[src/rtl/prf_release_queue.sv]
// prf_release_queue
//   Collects stale physical register indices released at commit and returns them to the
//   integer free list in order. Multi-in / multi-out circular FIFO. Valid lanes on the commit
//   side are packed together before they are written, and the output lanes are filled
//   contiguously from lane 0.
//
// Ports
//   clk_i               rising-edge clock
//   rst_i               asynchronous, active-high reset
//   commit_valid_i      per-lane release valid (any lane pattern)
//   commit_prf_old_i    per-lane stale PRF index
//   release_ready_o     queue can take a full commit group this cycle
//   hold_i              free list busy: emit nothing this cycle
//   prf_replace_valid_o output lane valids, contiguous from lane 0
//   prf_replace_o       output PRF indices, lane 0 = oldest
//   count_o             entries currently queued
//   overflow_err_o      sticky: a push was attempted while release_ready_o was low
module prf_release_queue #(
   parameter int unsigned CommitWidth = 3,
   parameter int unsigned RenameWidth = 3,
   parameter int unsigned PrfIdxW     = 6,
   parameter int unsigned Depth       = 16
) (
   input  logic                           clk_i,
   input  logic                           rst_i,
   input  logic [CommitWidth-1:0]         commit_valid_i,
   input  logic [CommitWidth*PrfIdxW-1:0] commit_prf_old_i,
   output logic                           release_ready_o,
   input  logic                           hold_i,
   output logic [RenameWidth-1:0]         prf_replace_valid_o,
   output logic [RenameWidth*PrfIdxW-1:0] prf_replace_o,
   output logic [$clog2(Depth+1)-1:0]     count_o,
   output logic                           overflow_err_o
);

   localparam int unsigned PtrW = $clog2(Depth);
   localparam int unsigned CntW = $clog2(Depth+1);

   logic [PrfIdxW-1:0] mem_q [Depth];
   logic [PtrW-1:0]    head_q, head_d;
   logic [PtrW-1:0]    tail_q, tail_d;
   logic [CntW-1:0]    count_q, count_d;
   logic               overflow_q, overflow_d;

   logic               push_attempt;
   logic               push_accept;
   logic [CntW-1:0]    wr_cnt;
   logic [CntW-1:0]    pop_n;
   logic               lane_we   [CommitWidth];
   logic [PtrW-1:0]    lane_slot [CommitWidth];

   // Readiness depends on the current count only; entries leaving this cycle are not credited.
   assign release_ready_o = (count_q <= CntW'(Depth - CommitWidth));
   assign push_attempt    = |commit_valid_i;
   assign push_accept     = push_attempt && release_ready_o;

   // Compact the commit lanes: each surviving lane lands at tail plus the number of
   // surviving lanes below it. PRF 0 is the x0 mapping and is never returned.
   always_comb begin
      wr_cnt = '0;
      for (int l = 0; l < CommitWidth; l++) begin
         lane_we[l]   = push_accept && commit_valid_i[l] &&
                        (commit_prf_old_i[l*PrfIdxW +: PrfIdxW] != '0);
         lane_slot[l] = tail_q + PtrW'(wr_cnt);
         if (lane_we[l]) begin
            wr_cnt = wr_cnt + 1'b1;
         end
      end
   end

   always_comb begin
      if (hold_i) begin
         pop_n = '0;
      end else if (count_q < CntW'(RenameWidth)) begin
         pop_n = count_q;
      end else begin
         pop_n = CntW'(RenameWidth);
      end
   end

   // Outputs are driven from registered entries only; there is no commit-to-output bypass.
   always_comb begin
      prf_replace_valid_o = '0;
      prf_replace_o       = '0;
      for (int i = 0; i < RenameWidth; i++) begin
         if (CntW'(i) < pop_n) begin
            prf_replace_valid_o[i]              = 1'b1;
            prf_replace_o[i*PrfIdxW +: PrfIdxW] = mem_q[head_q + PtrW'(i)];
         end
      end
   end

   // Pointers wrap naturally because Depth is a power of two.
   always_comb begin
      head_d     = head_q + PtrW'(pop_n);
      tail_d     = tail_q + PtrW'(wr_cnt);
      count_d    = count_q + wr_cnt - pop_n;
      overflow_d = overflow_q || (push_attempt && !release_ready_o);
   end

   always_ff @(posedge clk_i or posedge rst_i) begin
      if (rst_i) begin
         head_q     <= '0;
         tail_q     <= '0;
         count_q    <= '0;
         overflow_q <= 1'b0;
      end else begin
         head_q     <= head_d;
         tail_q     <= tail_d;
         count_q    <= count_d;
         overflow_q <= overflow_d;
      end
   end

   always_ff @(posedge clk_i or posedge rst_i) begin
      if (rst_i) begin
         for (int s = 0; s < Depth; s++) begin
            mem_q[s] <= '0;
         end
      end else begin
         for (int l = 0; l < CommitWidth; l++) begin
            if (lane_we[l]) begin
               mem_q[lane_slot[l]] <= commit_prf_old_i[l*PrfIdxW +: PrfIdxW];
            end
         end
      end
   end

   assign count_o        = count_q;
   assign overflow_err_o = overflow_q;

endmodule

[config.mk]
export PLATFORM = sky130hd
export DESIGN_NAME = prf_release_queue
export DESIGN_NICKNAME = d
export VERILOG_FILES = /design/src/rtl/prf_release_queue.sv
export SDC_FILE = /design/constraint.sdc
export NUM_CORES = 1
export LEC_CHECK = 0
export CORE_ASPECT_RATIO = 1.25
export CORE_UTILIZATION = 39
export DETAILED_ROUTE_END_ITERATION = 8
export PLACE_DENSITY = 0.63
export REMOVE_ABC_BUFFERS = 1
export SLEW_MARGIN = 5
export SYNTH_ARGS = -nofsm -noshare
export SYNTH_HDL_FRONTEND = slang
export SYNTH_SLANG_ARGS = --single-unit
[constraint.sdc]
create_clock -name clk_i -period 4.8 [get_ports clk_i]
set_input_delay 1.44 -clock clk_i [delete_from_list [all_inputs] [get_ports clk_i]]
set_output_delay 1.44 -clock clk_i [all_outputs]
set_load 0.02 [all_outputs]
---- Word-level counts from Yosys, hierarchy flattened ----
Cells that the tools add are included.
storage, ports and cells
  bits in registers ....................... 110
  word-level logic and storage cells ...... 99
  input bits .............................. 24
operators by class
  mux-type cells .......................... 32
  bitwise gates (word level) .............. 6
  order comparisons ....................... 14
  add/sub/neg operators ................... 10
  reductions and logical operators ........ 17
operator list
  operator                                                     count
  bitwise mux 96 bit                                           3
  two-way mux 96 bit                                           3
  binary-select mux 6 bit (select 4 bit)                       3
  demux 6 bit (select 4 bit)                                   3
  two-way mux 6 bit                                            12
  greater-or-equal comparator 5 bit (second input constant)    6
  NOT 4 -> 5 bit                                               6
  two-way mux 5 bit                                            4
  nonzero test 6 bit                                           3
  adder 4 bit                                                  4
  less-than comparator 5 x 1 -> 1 bit (second input constant)  3
  logical AND 1 bit                                            11
  adder 5 x 1 -> 5 bit (second input constant)                 2
  less-than comparator 1 x 5 -> 1 bit (first input constant)   2
  adder 5 bit                                                  1
  <= comparator 5 x 4 -> 1 bit (second input constant)         1
  less-than comparator 2 x 5 -> 1 bit (first input constant)   1
  less-than comparator 5 x 2 -> 1 bit (second input constant)  1
  subtractor 5 bit                                             1
  adder 4 x 1 -> 4 bit (second input constant)                 1
  adder 4 x 2 -> 4 bit (second input constant)                 1
  two-way mux 1 bit                                            4
  OR reduction 3 bit                                           1
  logical NOT 1 bit                                            1
  logical OR 1 bit                                             1

---- Longest topological paths before layout ----
  depth after elaboration ................. 15
  depth in mapped cells ................... 20

---- Worst setup path before layout ----
No wires, ideal clock.
  path type ............................... input to register
  from .................................... input commit_prf_old_i[8]
  to ...................................... register mem_q[30] (netlist name)
  buffers on the path ..................... 1
  arrival time ............................ 4.652 ns
  stages on the path ...................... 13
  path slack .............................. 0.004 ns
  path through ............................ buf_2 > or4_4 > nor3_4 > nor2_1 > and2_1 > ha_1 > ha_1 > ha_1 > nor2b_1 > o311ai_2 > nor3_1 > a21boi_0 > o31ai_1
on the way
  word-level cells in the longest chain between the ends .. 11
ends and longest elaborated chain
  what                                                                                                                   RTL line  text
  from (decl)                                                                                                            27        input logic [CommitWidth*PrfIdxW-1:0] commit_prf_old_i,
  nonzero test 6 bit *                                                                                                   63        (commit_prf_old_i[l*PrfIdxW +: PrfIdxW] != '0);
  logical AND 1 bit *                                                                                                    62        lane_we[l] = push_accept && commit_valid_i[l] &&
  two-way mux 5 bit                                                                                                      65        if (lane_we[l]) begin
  adder 4 bit                                                                                                            64        lane_slot[l] = tail_q + PtrW'(wr_cnt);
  NOT 4 -> 5 bit (implied by the code)                                                                                   123       mem_q[lane_slot[l]] <= commit_prf_old_i[l*PrfIdxW +: PrfIdxW];
  greater-or-equal comparator 5 bit (implied by the code) / less-than comparator 5 x 1 -> 1 bit (equally long branches)  123
  logical AND 1 bit (implied by the code)                                                                                123
  two-way mux 6 bit (implied by the code)                                                                                123
  demux 6 bit (select 4 bit)                                                                                             123
  bitwise mux 96 bit                                                                                                     123
  two-way mux 96 bit *                                                                                                   122       if (lane_we[l]) begin
  to (signal, indexed assignment)                                                                                        123
  to (decl)                                                                                                              39        logic [PrfIdxW-1:0] mem_q [Depth];
Every way passes the cells marked *; elsewhere a longest branch is shown, timed or not.

---- Worst setup path after layout ----
  from .................................... input hold_i
  to ...................................... output prf_replace_o[10]
on the way
  word-level cells in the longest chain between the ends .. 3
ends and longest elaborated chain
  what                                 RTL line  text
  from (decl)                          29        input logic hold_i,
  two-way mux 5 bit                    72        if (hold_i) begin
  less-than comparator 1 x 5 -> 1 bit  86        if (CntW'(i) < pop_n) begin
  two-way mux 6 bit                    86
  to (decl)                            31        output logic [RenameWidth*PrfIdxW-1:0] prf_replace_o,
Every way passes these cells.

==> run_results.csv <==
group,metric,value,unit
status,status,"complete, no violations",
pwr,peakVddDrop,0.396,mV
floorplanning,rows,66,
sta,skew,11.1,ps
sta,setup_tns,0,ps
critical_path,crit_path_end_kind,"output pin",
placement,dpl.hpwl,30.7,mm
global_route,grt_pass1_vias,10600,
sta,setup_violations,0,
critical_path,cp_common_cell,"clkdlybuf4s50_1",
finish,fin_area,12500,um2
hold_path,hold_path.class,"reg2reg",
critical_path,critPathMaxFanout,6,
synth,yosysTopAreaCell,"dfrtp_1",
critical_path,cpLargestDelayFamily,"buffers and inverters",
global_route,grt_max_degree,77,
synth,yosys.cell_types.count,52,
finish,nNetsFinal,1194,
floorplanning,io-pin-count,52,
sta,report.final.slew_viol_count,0,
pwr,p_leak,4.69,nW
synth,synth_warnings,0,
clocking,cts_inserted_buffers,9,
placement,routabilityCongestion,0.963,
synth,synth_top_area_frac,0.261,
placement,dpl_cell_area,12100,um2
sta,relSlewSlack,0.389,
synth,synth_area,10500,um2
critical_path,cpPeakStageDelay,700,ps
drt,wl_per_cell,29.5,um
critical_path,cp_slowest_cell,"clkdlybuf4s50_1",
sta,finalHoldViolations,0,
synth,ys.flop_type,"dfrtp_1",
clocking,clock_tree.root_cell,"clkbuf_16",
finish,syn_to_final_growth,19.1,%
critical_path,crit_buf_inv,3,
floorplanning,dieArea,27700,um2
synth,ys_async_sr_fraction,1.00,
finish,diodes,0,
drt,drc,0,
pwr,p_total,11.0,mW
drt,dr.pass1.iters,8,
drt,drtIter0Drc,1482,
global_route,track_usage,0.325,
clocking,clock_latency,390,ps
placement,port_buffers,51,
synth,syn_avg_cell_area,9.63,um2
drt,viasPerCell,7.35,
floorplanning,die_w,149,um
finish,fin_util,0.478,
critical_path,crit_required,3360,ps
critical_path,crit_path_start_kind,"input port",
sta,max_freq,0.212,GHz
synth,ys_seq_elements,110,
critical_path,crit_arrival,3290,ps
sta,finalCriticalPeriod,4730,ps
floorplanning,core,26300,um2
drt,antenna_left,0,
clocking,cts_tree,"yes",
floorplanning,die_height,186,um
synth,synth_area_leaders,"dfrtp_1, mux4_2, a221oi_1, o31ai_1, nor3_1",
global_route,antenna_found_initial,1,
pwr,power_density,877,nW/um2
placement,pre_cts_slack,-828,ps
clocking,cts_sinks,110,
global_route,grt_pass1_wl,65.9,mm
clocking,clk_pin_slew_worst_paths,80,ps
sta,rsz0062_at_grt,"no",
run,max-cap-violations,0,
floorplanning,initial_core_util,0.401,
global_route,grt_overflow,0,
synth,synthCells,1094,
sta,fin_ws,72.4,ps
sta,tightest_slew,917,ps
critical_path,cp_cell_sequence,"clkdlybuf4s50_1 > a21o_1 > buf_4 > a211oi_1 > clkdlybuf4s50_1",
clocking,htree_levels,3,
drt,wirelength,43.8,mm
finish,drive_above_1_share,0.262,
synth,synth-edff-count,0,
synth,ys_seq_area_frac,0.261,
clocking,cts_buffer_depth,2,
sta,min_period_over_period,0.985,
drt,vias,10900,
critical_path,worstSetupPathType,"in2out",
[path summary, 6_finish.rpt]
check	start	slack, ps	depth (start not counted)	endpoint
setup / recovery	hold_i	70	5	prf_replace_o[10]
hold / removal	overflow_err_o	540	1	overflow_err_o
setup reg to reg	count_o[4]	1050	15	mem_q[81]
hold reg to reg	overflow_err_o	540	1	overflow_err_o
max in group asynchronous	rst_i	2570	3	mem_q[88]
min in group asynchronous	rst_i	1450	2	mem_q[26]
[placed cells by master (no fill, tap or decap), types with 3 or more instances in the layout]
cell	Yosys	final
a221oi_2	6	6
buf_12	0	13
a21boi_2	0	3
nor2b_1	21	20
mux4_2	84	84
o31ai_2	1	6
nand2_1	19	19
mux2i_1	6	6
clkdlybuf4s50_1	0	48
or3_1	4	4
o31ai_4	0	3
a211o_1	5	5
clkbuf_16	0	9
inv_1	34	32
buf_4	12	119
a21oi_2	1	4
nor3_2	3	7
and3_1	74	72
ha_1	22	21
a211oi_1	24	22
nand3_1	4	4
or2_2	7	7
a221oi_1	90	90
o31ai_1	96	88
xnor2_1	8	7
nand4_1	50	50
nor2_1	15	13
a21boi_0	8	4
dfrtp_1	110	108
nor3_1	136	131
a21oi_1	12	8
nand2b_1	6	6
o21ai_0	4	3
nand3b_1	3	3
o211ai_1	48	48
fa_1	5	4
xor2_1	7	5
a21o_1	9	9
[kinds of logic (layout without fill, tap and decap cells)]
logic type                 count (synthesis)  count (layout)  synth area share
xor gates and xnor gates                  15              15            0.0125
muxes                                     90              90             0.185
buffers and inverters                    182             235            0.0748
other                                      1               2          0.000356
and+or+nand+nor                          353             353             0.190
AOI/OAI and AO/OA                        316             316             0.240
DFF                                      110             110             0.261
adders and majority gates                 27              27            0.0356
[report_power, final]
part / internal, mW / switching (mW)
registers: 1.42 / 0.694
clock network: 0.366 / 0.433
logic: 3.76 / 4.33
[state kept, by name (all words and copies together), names as in the netlist]
register,count
tail_q,4
mem_q,96
head_q,4
count_o,5
overflow_err_o,1
[per-layer routing]
layer / wire, um / global-route usage / up-vias
met5: 13 / 0 / -
met4: 3630 / 0.233 / 2
met3: 4900 / 0.0824 / 212
met2: 19800 / 0.505 / 766
met1: 15500 / 0.393 / 5408
li1: - / - / 4551
[metrics by stage]
stage	instances	hold WS (ps)
4_1_cts	1487	532
6_report	1488	539
3_3_place_gp	1471	500
3_5_place_dp	1471	509
5_1_grt	1488	547
2_1_floorplan	947	579
[layout make-up]
cell class / instances / area (um2)
timing repair buffer: 185 / 1690
clock buffer: 9 / 225
tap: 340 / 425
clock inverter: 7 / 62.6
multi-input combinational: 803 / 7260
sequential: 110 / 2760
inverter: 34 / 130
fill: 2444 / 13700
[Yosys cell counts, types with 3 or more instances]
master	count
o31ai_1	96
a221oi_2	6
xor2_1	7
mux4_2	84
and3_1	74
or2_2	7
a211oi_1	24
nand2b_1	6
or3_1	4
o21ai_0	4
a21boi_0	8
nor2_1	15
nor2b_1	21
buf_1	7
nand3_1	4
buf_2	36
o311ai_2	3
clkbuf_1	91
fa_1	5
inv_1	34
mux2i_1	6
nand4_1	50
and2_1	3
ha_1	22
nor3_1	136
buf_4	12
a221oi_1	90
nor3_2	3
a21o_1	9
a21oi_1	12
nand2_1	19
o211ai_1	48
dfrtp_1	110
xnor2_1	8
a211o_1	5
o21a_1	3
nand3b_1	3
[timing repair]
action                     in CTS  in global routing
setup endpoints to repair     107                 92
hold buffers                    0                  0
gates cloned                    0                  0
pin swaps                       0                  3
resized for setup               8                 39
buffers inserted                0                  1
Note: power is estimated with default switching activity, not from simulation.
